## src/rtl/lsu_pkg.sv

```systemverilog
// ---------------------------------------------------------------------------
// lsu_pkg
//   Shared constants for the load/store unit: funct3 access-size codes,
//   FSM state encoding and the legality rule for a requested access.
//   No ports (package).
// ---------------------------------------------------------------------------
package lsu_pkg;

    // funct3 codes (instr[14:12]) understood by the unit
    localparam logic [2:0] F3_B  = 3'b000;
    localparam logic [2:0] F3_H  = 3'b001;
    localparam logic [2:0] F3_W  = 3'b010;
    localparam logic [2:0] F3_BU = 3'b100;
    localparam logic [2:0] F3_HU = 3'b101;

    // FSM state encoding
    localparam logic [1:0] IDLE = 2'd0;
    localparam logic [1:0] BUSY = 2'd1;
    localparam logic [1:0] DONE = 2'd2;

    // 1 = the access cannot be issued: unknown funct3, unsigned store,
    // or an address not aligned to the access size.
    function automatic logic access_illegal(input logic [2:0] f3,
                                            input logic       is_store,
                                            input logic [1:0] off);
        logic bad;
        bad = 1'b0;
        case (f3)
            F3_B:    bad = 1'b0;
            F3_H:    bad = off[0];
            F3_W:    bad = (off != 2'b00);
            F3_BU:   bad = is_store;
            F3_HU:   bad = is_store | off[0];
            default: bad = 1'b1;
        endcase
        return bad;
    endfunction

endpackage

```

## src/rtl/load_store_unit_align.sv

```systemverilog
// ---------------------------------------------------------------------------
// lsu_align
//   Purely combinational lane logic of the load/store unit.
//   Request side : byte enables, store-data replication, illegal decode.
//   Response side: byte/half extraction from the bus word with sign or
//                  zero extension, driven by the latched funct3/offset.
// Ports
//   req_funct3_i  in  3   funct3 of the request being issued
//   req_off_i     in  2   addr[1:0] of the request
//   req_store_i   in  1   request is a store
//   req_wdata_i   in  32  raw store data (rs2)
//   req_be_o      out 4   byte enables for the request
//   req_wdata_o   out 32  lane-replicated store data
//   req_illegal_o out 1   access is misaligned or not a legal encoding
//   ld_funct3_i   in  3   latched funct3 of the load in flight
//   ld_off_i      in  2   latched addr[1:0] of the load in flight
//   ld_word_i     in  32  word returned by the bus
//   ld_data_o     out 32  extended load result
// ---------------------------------------------------------------------------
module lsu_align
    import lsu_pkg::*;
(
    input  logic [2:0]  req_funct3_i,
    input  logic [1:0]  req_off_i,
    input  logic        req_store_i,
    input  logic [31:0] req_wdata_i,
    output logic [3:0]  req_be_o,
    output logic [31:0] req_wdata_o,
    output logic        req_illegal_o,
    input  logic [2:0]  ld_funct3_i,
    input  logic [1:0]  ld_off_i,
    input  logic [31:0] ld_word_i,
    output logic [31:0] ld_data_o
);

    logic [31:0] shifted;
    logic [7:0]  ld_byte;
    logic [15:0] ld_half;

    assign req_illegal_o = access_illegal(req_funct3_i, req_store_i, req_off_i);

    // NOTE: combinational blocks use blocking '=' and give every output a
    // default first, so no path through the block can infer a latch.
    always_comb begin
        req_be_o    = 4'b1111;
        req_wdata_o = req_wdata_i;
        // funct3[1:0] is the size for both signed and unsigned loads
        case (req_funct3_i[1:0])
            2'b00: begin
                req_be_o    = 4'b0001 << req_off_i;
                req_wdata_o = {4{req_wdata_i[7:0]}};
            end
            2'b01: begin
                req_be_o    = req_off_i[1] ? 4'b1100 : 4'b0011;
                req_wdata_o = {2{req_wdata_i[15:0]}};
            end
            default: begin
                req_be_o    = 4'b1111;
                req_wdata_o = req_wdata_i;
            end
        endcase
    end

    assign shifted = ld_word_i >> {ld_off_i, 3'b000};
    assign ld_byte = shifted[7:0];
    assign ld_half = ld_off_i[1] ? ld_word_i[31:16] : ld_word_i[15:0];

    always_comb begin
        ld_data_o = '0;
        case (ld_funct3_i)
            F3_B:    ld_data_o = {{24{ld_byte[7]}}, ld_byte};
            F3_BU:   ld_data_o = {24'd0, ld_byte};
            F3_H:    ld_data_o = {{16{ld_half[15]}}, ld_half};
            F3_HU:   ld_data_o = {16'd0, ld_half};
            F3_W:    ld_data_o = ld_word_i;
            default: ld_data_o = '0;
        endcase
    end

endmodule

```

## src/rtl/load_store_unit.sv

```systemverilog
// ---------------------------------------------------------------------------
// load_store_unit
//   Data-memory side of the core. Turns a load/store request from the
//   datapath into one req/ack bus transaction, stalls the datapath while the
//   access is outstanding and returns the extended load data for one cycle.
//   IDLE -> BUSY (bus_req held) -> DONE (stall released, rdata valid) -> IDLE
// Ports
//   clk, reset          clock, synchronous active-high reset
//   mem_read/mem_write  level requests from the decoder (write wins)
//   funct3, addr, wdata access size/sign, byte address, store data
//   rdata               extended load data, valid in DONE, 0 otherwise
//   stall               hold PC / suppress RegWrite
//   misalign            illegal access requested (combinational)
//   timeout_err         one-cycle pulse when an access is aborted
//   bus_*               registered request fields; bus_ack/bus_rdata return
// ---------------------------------------------------------------------------
module load_store_unit
    import lsu_pkg::*;
#(
    parameter int TIMEOUT_CYC = 64,
    parameter int CNT_W       = 7
) (
    input  logic        clk,
    input  logic        reset,
    input  logic        mem_read,
    input  logic        mem_write,
    input  logic [2:0]  funct3,
    input  logic [31:0] addr,
    input  logic [31:0] wdata,
    output logic [31:0] rdata,
    output logic        stall,
    output logic        misalign,
    output logic        timeout_err,
    output logic        bus_req,
    output logic        bus_we,
    output logic [31:0] bus_addr,
    output logic [3:0]  bus_be,
    output logic [31:0] bus_wdata,
    input  logic        bus_ack,
    input  logic [31:0] bus_rdata
);

    localparam logic [CNT_W-1:0] CNT_LAST = CNT_W'(TIMEOUT_CYC - 1);

    logic [1:0]       state_q, state_d;
    logic [CNT_W-1:0] cnt_q, cnt_d;
    logic             req_q, req_d;
    logic             we_q, we_d;
    logic [31:0]      addr_q, addr_d;
    logic [3:0]       be_q, be_d;
    logic [31:0]      wdata_q, wdata_d;
    logic [2:0]       f3_q, f3_d;
    logic [1:0]       off_q, off_d;
    logic [31:0]      rdata_q, rdata_d;
    logic             terr_q, terr_d;

    logic        any_req, illegal, access;
    logic [3:0]  req_be;
    logic [31:0] req_wdata, ld_data;

    lsu_align u_align (
        .req_funct3_i  (funct3),
        .req_off_i     (addr[1:0]),
        .req_store_i   (mem_write),
        .req_wdata_i   (wdata),
        .req_be_o      (req_be),
        .req_wdata_o   (req_wdata),
        .req_illegal_o (illegal),
        .ld_funct3_i   (f3_q),
        .ld_off_i      (off_q),
        .ld_word_i     (bus_rdata),
        .ld_data_o     (ld_data)
    );

    assign any_req  = mem_read | mem_write;
    assign misalign = any_req & illegal;
    assign access   = any_req & ~illegal;

    always_comb begin
        stall = 1'b0;
        case (state_q)
            IDLE:    stall = access;
            BUSY:    stall = 1'b1;
            default: stall = 1'b0;
        endcase
    end

    always_comb begin
        state_d = state_q;
        cnt_d   = cnt_q;
        req_d   = req_q;
        we_d    = we_q;
        addr_d  = addr_q;
        be_d    = be_q;
        wdata_d = wdata_q;
        f3_d    = f3_q;
        off_d   = off_q;
        rdata_d = rdata_q;
        terr_d  = 1'b0;
        case (state_q)
            IDLE: begin
                cnt_d   = '0;
                rdata_d = '0;
                if (access) begin
                    req_d   = 1'b1;
                    we_d    = mem_write;
                    addr_d  = {addr[31:2], 2'b00};
                    be_d    = req_be;
                    wdata_d = mem_write ? req_wdata : '0;
                    f3_d    = funct3;
                    off_d   = addr[1:0];
                    state_d = BUSY;
                end
            end
            BUSY: begin
                if (bus_ack) begin
                    req_d   = 1'b0;
                    rdata_d = we_q ? '0 : ld_data;
                    state_d = DONE;
                end else if (cnt_q == CNT_LAST) begin
                    // abort: the core still gets its DONE cycle, with rdata=0
                    req_d   = 1'b0;
                    rdata_d = '0;
                    terr_d  = 1'b1;
                    state_d = DONE;
                end else begin
                    cnt_d = cnt_q + 1'b1;
                end
            end
            DONE: begin
                cnt_d   = '0;
                rdata_d = '0;
                state_d = IDLE;
            end
            default: state_d = IDLE;
        endcase
    end

    // NOTE: state is updated with non-blocking '<=' so every register samples
    // the pre-edge values; reset clears all of them since each is visible on
    // a port or steers the FSM.
    always_ff @(posedge clk) begin
        if (reset) begin
            state_q <= IDLE;
            cnt_q   <= '0;
            req_q   <= 1'b0;
            we_q    <= 1'b0;
            addr_q  <= '0;
            be_q    <= '0;
            wdata_q <= '0;
            f3_q    <= '0;
            off_q   <= '0;
            rdata_q <= '0;
            terr_q  <= 1'b0;
        end else begin
            state_q <= state_d;
            cnt_q   <= cnt_d;
            req_q   <= req_d;
            we_q    <= we_d;
            addr_q  <= addr_d;
            be_q    <= be_d;
            wdata_q <= wdata_d;
            f3_q    <= f3_d;
            off_q   <= off_d;
            rdata_q <= rdata_d;
            terr_q  <= terr_d;
        end
    end

    assign rdata       = rdata_q;
    assign timeout_err = terr_q;
    assign bus_req     = req_q;
    assign bus_we      = we_q;
    assign bus_addr    = addr_q;
    assign bus_be      = be_q;
    assign bus_wdata   = wdata_q;

endmodule

```

## config.mk

```make
export PLATFORM = sky130hd
export DESIGN_NAME = load_store_unit
export DESIGN_NICKNAME = d
export VERILOG_FILES = /design/src/rtl/lsu_pkg.sv /design/src/rtl/load_store_unit_align.sv /design/src/rtl/load_store_unit.sv
export SDC_FILE = /design/constraint.sdc
export NUM_CORES = 1
export LEC_CHECK = 0
export CORE_MARGIN = 10
export CORE_UTILIZATION = 38
export CTS_CLUSTER_DIAMETER = 120
export DETAILED_ROUTE_END_ITERATION = 6
export PLACE_DENSITY = 0.76
export SYNTH_ARGS = -nofsm -noshare
export SYNTH_HDL_FRONTEND = slang
export SYNTH_SLANG_ARGS = --single-unit
```

## constraint.sdc

```tcl
create_clock -name clk -period 1.75 [get_ports clk]
set_clock_uncertainty 0.05 [all_clocks]
set_input_delay 0.35 -clock clk [delete_from_list [all_inputs] [get_ports clk]]
set_output_delay 0.35 -clock clk [all_outputs]
set_load 0.05 [all_outputs]
```

==> results.txt, run 1 <==
* Detailed Route Iter0 Violations: 269
- Max Root-Sink Buffers: 2
* Total overflow reported by the global router: 0
* Final core occ: 63.5%
- 0 antenna diodes ended up in the layout.
- In the final layout, the share of cells above drive strength 1 is 29.1%.
* Count of hold buffers inserted by post-cts repair: 0
* Vias in the first global route: 5038
* Setup WS post-layout: 0.0264 ns
- Number of maximum-capacitance constraint violations: 0
- The tightest hold path in the finished design has a slack of 0.141 ns.
- The share of total power dissipated in the clock network is 44.8%.
- The later pin in the worst-skew pair is clocked with a latency of 0.42 ns.
- Ranked by total cell area, the synthesized netlist is headed by sky130_fd_sc_hd__dfxtp_1 48%, sky130_fd_sc_hd__o2bb2ai_1 7.3%, sky130_fd_sc_hd__a21oi_1 7.1%, sky130_fd_sc_hd__nand2_1 6.4%, sky130_fd_sc_hd__mux2i_1 5.2%.
* Total standard cell area after synthesis: 0.00478 mm²
- Top flip-flop cell by instance count after synthesis: sky130_fd_sc_hd__dfxtp_1
* Most common cell after layout, fill and taps aside: sky130_fd_sc_hd__buf_4
- Combinational cells account for 19.5% of the total power.
* Post-synthesis cell count: 510
- Layout overhead on the synthesized area: 61.8%
- At the end of routability-driven placement, the weighted congestion stood at 0.948.
- Worst min-delay path category: in2reg
- Die boundary height: 132 µm
- Die Width: 132 µm
- In this run the worst path has a maximum fanout of 8.
* DRC violation count after routing: 0
- For this run, asynchronously set or reset flops after synthesis account for 0%.
- For the worst setup path, the data required time is 1.99 ns.
* Number of input and output port buffers inserted: 206
- Counting tap cells, the placed design contains a total of 890 instances.
* IR Drop Worst-Case VDD: 0.788 mV
- Buffers inserted during clock tree synthesis total 17.
- After floorplanning, the core was sized to cover 0.0122 mm².
- The first TritonRoute pass finished after 7 iterations.
- Yosys warns: 0
* Power density cells: 1020 mW/mm²
- Cell leakage power: 3.24 nW
* Proportion of total power due to net switching: 27.3%
* Min cycle time layout: 1.72 ns
* Max-slew violation count: 0
* Post-route setup TNS: 0 ns
- The analysis attributes to net switching a power of 0.00215 W.
- The worst setup path is launched from a register.
* Number of clock sinks: 115
- Vias after detailed routing: 4846
- Setup repair after global routing could not meet its margin everywhere.
- First-pass GRT wire length: 26800 µm
- The die covers 0.0175 mm².
* Post-detailed-route count of antenna-violating nets: 0
* Worst Max-Slew Pin Slew: 0.532 ns
* Largest area contributor in the netlist: sky130_fd_sc_hd__dfxtp_1
- WP data arrival: 1.96 ns
* Number of nets at the end of the flow: 848
* Pin count of the biggest net entering global routing: 49
- STA classifies the critical path endpoint as a register.
- The number of antenna violations at the first check in global routing was 0.
* Dpl ws: -0.471 ns
- Type of the worst setup path: reg2reg
- Post-detailed-routing wire length: 17100 µm
* Number of synthesized flops with an enable pin: 0
- The synthesized design contains 115 register bits.
* Slew Limit Headroom: 64.4%
- Leaving out filler cells and counting taps, the final layout contains 923.
- Clock-pin slew was measured on the worst setup and hold paths at 0.05 ns.
- Sequential cells account for 35.7% of the total power.
* Total I/O pin count: 209
- The number of hold violations in the final report came to 0.
- Number of placement rows: 40
- Synth Area per Inst: 9.36 µm²
- The netlist uses 56 different library cells.
- Starting density of the core: 39.3%
* Post-synthesis sequential area ratio: 48.2%
- Average wire per cell in the routed design: 18.6 µm
- Share of Yosys cell area claimed by the top area cell type: 48.2%
- Clock tree synthesis selected as its root buffer the cell sky130_fd_sc_hd__clkbuf_16.
- Final-report setup violation count: 0
- The wire-length estimate of the detail-placed layout is 13200 µm.
* Per-cell via count in the routed design: 5.25
* Internal power: 0.00571 W
- In the finished design, the share of the clock period the worst path needs comes to 98.5%.
- In the layout the commonest cells are 144 x sky130_fd_sc_hd__buf_4, 110 x sky130_fd_sc_hd__dfxtp_1, 95 x sky130_fd_sc_hd__clkdlybuf4s50_1.
- Run status: finished, final reports clean
- Total GRT Usage: 19.0%
- Highest achievable clock rate: 580 MHz
- TritonCTS clock tree: built
* H-tree depth reported by CTS: 4
flip-flops by register name (all words and copies together), names as in the netlist:
| name | count |
|---|---|
| off_q | 2 |
| cnt_q | 7 |
| bus_req | 1 |
| f3_q | 3 |
| bus_addr | 30 |
| bus_be | 4 |
| bus_wdata | 32 |
| bus_we | 1 |
| timeout_err | 1 |
| rdata | 32 |
| state_q | 2 |
stage by stage:
step | total power (W) | instance area [µm²]
after detailed placement | 0.00438 | 7070
after global placement | 0.00435 | 7070
after floorplan | 0.00368 | 4780
after global routing | 0.00814 | 7730
final | 0.00786 | 7730
after CTS | 0.00791 | 7690
synthesized netlist by cell type, drive strengths merged (4+ instances only):
| master | number |
|---|---|
| a21o | 9 |
| a21oi | 68 |
| a222oi | 7 |
| a22o | 16 |
| a22oi | 8 |
| buf | 24 |
| clkbuf | 18 |
| dfxtp | 115 |
| mux2 | 8 |
| mux2i | 25 |
| nand2 | 82 |
| nand2b | 4 |
| nand3 | 4 |
| nor2 | 15 |
| nor2b | 5 |
| nor3 | 5 |
| o21ai | 15 |
| o2bb2ai | 41 |
power by group through the flow:
stage	clock network (W)	logic (W)	registers [W]
finish	0.00352	0.00153	0.00281
global route	0.00370	0.00163	0.00282
CTS	0.00358	0.00152	0.00280
detailed placement	0	0.00152	0.00285
global placement	0	0.00150	0.00285
floorplan	0	0.000495	0.00318
repair_timing:
item	in CTS	in global routing
cloned	0	0
endpoints found under the setup margin	29	13
buffers inserted	2	1
pin swaps	6	5
gates resized for setup	28	10
area by class of cell:
| cell class | count | area, µm² |
|---|---|---|
| tap | 168 | 210 |
| timing repair buffer | 255 | 2260 |
| inverter | 2 | 7.51 |
| clock inverter | 10 | 131 |
| clock buffer | 21 | 470 |
| multi-input combinational | 352 | 2340 |
| fill | 1014 | 4430 |
| sequential | 115 | 2310 |
path summary, 6_finish.rpt:
kind | end | slack (ns) | depth (start not counted) | start
max | rdata[5] | 0.03 | 4 | off_q[1]
min | bus_addr[25] | 0.14 | 2 | reset
min reg2reg | bus_addr[25] | 0.40 | 2 | bus_addr[25]
max reg2reg | rdata[5] | 0.03 | 4 | off_q[1]
critical path: stages, from the launching register on:
cell and delay [ns]:
sky130_fd_sc_hd__dfxtp_2 0.39, sky130_fd_sc_hd__buf_4 0.20, sky130_fd_sc_hd__mux2_2 0.36, sky130_fd_sc_hd__a222oi_1 0.46, sky130_fd_sc_hd__o2bb2ai_1 0.13
cells by family after synthesis:
| logic type | share of synthesized area, % |
|---|---|
| AOI/OAI and AO/OA | 26.5 |
| xor gates and xnor gates | 0.183 |
| adders and majority gates | 0.262 |
| buffers and inverters | 4.40 |
| DFF | 48.2 |
| muxes | 7.60 |
| other | 0.0785 |
| and+or+nand+nor | 12.7 |
layer usage:
layer | up-vias | global-route usage, % | share of wire (%)
met1 | 2254 | 20.7 | 39
met4 | 0 | 8.34 | 2.7
li1 | 2338 | - | -
met2 | 223 | 30.4 | 47
met5 | - | 0 | 0
met3 | 31 | 9.38 | 11
(Power assumes the default switching activity.)
==> run 2: changes to the inputs <==
Settings changed: SLEW_MARGIN set to 15.
==> results of run 2 <==
The final DEF is identical to that of run 1; final timing and power are the same.
==> run 3: changes to the inputs <==
Settings changed: GPL_TIMING_DRIVEN set to 0.
==> results.txt, run 3 (synthesis gave the netlist of run 1 again) <==
- Detailed Route Iter0 Violations: 315
- Entering global routing, the biggest net connects 17 pins.
* Cell depth of the worst hold path: 3
* IR Drop Worst-Case VDD: 0.453 mV
- Total overflow reported by the global router: 0
- Per-cell via count in the routed design: 5.32
* Final estimated routing congestion in global placement: 0.903
- Per report_power, the combinational group accounts for 18.9% of the total.
* Worst hold slack after final layout: 0.203 ns
- Clock-pin slew on the worst setup and hold paths: 0.05 ns
- Most common cell after layout, fill and taps aside: sky130_fd_sc_hd__dfxtp_1
- The number of antenna violations at the first check in global routing was 0.
- Setup repair after global routing could not meet its margin everywhere.
* Number of placement rows: 40
- For this run, the slowest stage of the critical path takes 0.49 ns.
* Internal power: 0.00572 W
- The final layout contains 852 nets.
* Post-detailed-placement half-perimeter wirelength: 13900 µm
* Relative contribution of sequential cells to total power: 35.9%
* Most used cell along the critical path: sky130_fd_sc_hd__buf_8
* Worst flop-to-flop path endpoint: rdata[15]
* Max-slew violation count: 0
* Hold Crit Endpoint: f3_q[2]
- Number of clock sinks: 115
* Number of antenna cells inserted: 0
* Cell leakage power: 3.40 nW
* DRC violation count after routing: 0
- The worst path uses 104% of the clock period.
- TritonCTS built the clock tree.
* Fraction of layout instances using a drive strength above 1: 15.2%
- In the layout the commonest cells are 111 x sky130_fd_sc_hd__dfxtp_1, 96 x sky130_fd_sc_hd__clkdlybuf4s50_1, 90 x sky130_fd_sc_hd__dlygate4sd2_1.
* Chain of cells forming the critical path: clkdlybuf4s50_1, o221ai_4, buf_8, nand2_4, buf_8
- For the pin with the worst max-slew slack, the measured transition is 0.951 ns.
* R2R cell count: 6
- Once layout is complete, the cells apart from fillers number 926.
- Total GRT Usage: 20.0%
* Dpl ws: -1.42 ns
- For the worst setup path, the data arrival time is 1.42 ns.
- The root buffer cell chosen for the clock tree is sky130_fd_sc_hd__clkbuf_16.
* Final core occ: 63.9%
* Clock buffer count from CTS: 17
- Required time worst endpoint: 1.35 ns
- Initial DRT Pass Iterations: 6
- Proportion of total power due to net switching: 26.6%
- The final route contains 4930 vias.
* Type of the worst setup path: in2out
- Sort of element at the end of the critical path: output pin
- Number of input and output port buffers inserted: 204
- Worst setup SP type: primary input
* Setup WS post-layout: -0.0662 ns
- The die covers 0.0175 mm².
- In this run the critical register-to-register path is launched from cnt_q[1].
* Min cycle time layout: 1.82 ns
* Number of maximum-capacitance constraint violations: 0
* Power density cells: 1000 mW/mm²
- The worst hold path belongs to the class in2reg.
* Internal reg-to-reg setup slack: 0.06 ns
- For this configuration, the core starts out at a cell density of 39.3%.
- For this design, the slowest cell found on the critical path is sky130_fd_sc_hd__clkdlybuf4s50_1.
* First-pass GRT wire length: 28300 µm
- In this run the most critical hold path is launched from funct3[2].
* Total I/O pin count: 209
- The die is 132 µm wide.
- The run finished, with violations left.
- Highest achievable clock rate: 551 MHz
- Post-detailed-route count of antenna-violating nets: 0
* Violations in the final reports: negative setup slack
- Headroom to the max-slew limit came out at 36.4%.
- From bottom edge to top edge, the die measures 132 µm.
- Final-report setup violation count: 1
- Net switching power: 0.00207 W
- Max Root-Sink Buffers: 2
- H-tree depth reported by CTS: 4
* Final hold violation count: 0
- In the final routed layout, each cell accounts on average for 19.4 µm.
* Count of placed standard cells including taps: 883
- At the later pin of the worst-skew pair, clock insertion delay measures 0.39 ns.
- The via count of the first global-routing pass is 5197.
- Portion of total power attributed to the clock network: 45.2%
* Worst-path maximum fanout: 4
- Post-detailed-routing wire length: 18000 µm
- From synthesis to final layout, the design area changed by 62.8%.
* Standard cell core area: 0.0122 mm²
==> run 3: cell types whose count changed in the layout (fill, tap and decap cells not counted), sizes merged <==
| cell | before | now |
|---|---|---|
| clkinv | 6 | 1 |
| clkdlybuf4s50 | 95 | 96 |
| clkbuf | 21 | 49 |
| clkinvlp | 1 | 0 |
| clkdlybuf4s15 | 2 | 10 |
| dlygate4sd2 | 1 | 90 |
| buf | 157 | 40 |
==> run 3: worst max-delay path: cells and delay by family <==
kind	cells	cell delay (ns)
AOI/OAI and AO/OA	1	0.23
and+or+nand+nor	1	0.04
buffers and inverters	3	0.78
==> run 3: what timing repair did <==
action	in CTS	in global routing
setup endpoints to repair	206	94
setup buffers	8	6
hold buffers	0	0
resized for setup	160	49
endpoints found under the hold margin	0	0
pin swaps	5	7
==> run 3: routing by layer <==
layer | part of all wire [%] | vias up | routed length [µm] | GRT usage (%)
li1 | - | 2350 | - | -
met4 | 2.2 | 0 | 395 | 7.35
met3 | 11 | 31 | 1900 | 9.30
met2 | 48 | 228 | 8710 | 34.0
met5 | 0 | - | 0 | 0
met1 | 39 | 2321 | 7000 | 21.2
==> run 3: power by group through the flow <==
stage | logic [W] | registers [W] | clock network, W
after floorplan | 0.000495 | 0.00318 | 0
after global placement | 0.00144 | 0.00284 | 0
after detailed placement | 0.00146 | 0.00285 | 0
after CTS | 0.00144 | 0.00279 | 0.00360
after global routing | 0.00157 | 0.00281 | 0.00372
final | 0.00147 | 0.00280 | 0.00352
==> run 3: cell type report <==
class | count | area [µm²]
Sequential cell | 115 | 2310
Clock inverter | 4 | 95.1
Inverter | 2 | 7.51
Tap cell | 168 | 210
Fill cell | 1053 | 4390
Timing Repair Buffer | 218 | 2020
Multi-Input combinational cell | 352 | 2380
Buffer | 41 | 248
Clock buffer | 26 | 509
==> run 3: worst max-delay path by stage <==
stage / from / to / slack (ns)
2_1_floorplan: funct3[0] / stall / -0.06
3_3_place_gp: addr[0] / stall / -1.34
3_5_place_dp: addr[0] / stall / -1.42
4_1_cts: state_q[0] / stall / -0.22
5_1_grt: state_q[0] / stall / -0.12
6_report: mem_read / stall / -0.07
==> run 3: per-stage QoR <==
stage | power (W) | area (µm²) | TNS [ns]
4_1_cts | 0.00783 | 7660 | -0.216
2_1_floorplan | 0.00368 | 4780 | -0.0629
5_1_grt | 0.00810 | 7770 | -0.194
3_5_place_dp | 0.00431 | 7040 | -57.75
3_3_place_gp | 0.00428 | 7040 | -50.17
6_report | 0.00780 | 7770 | -0.0662
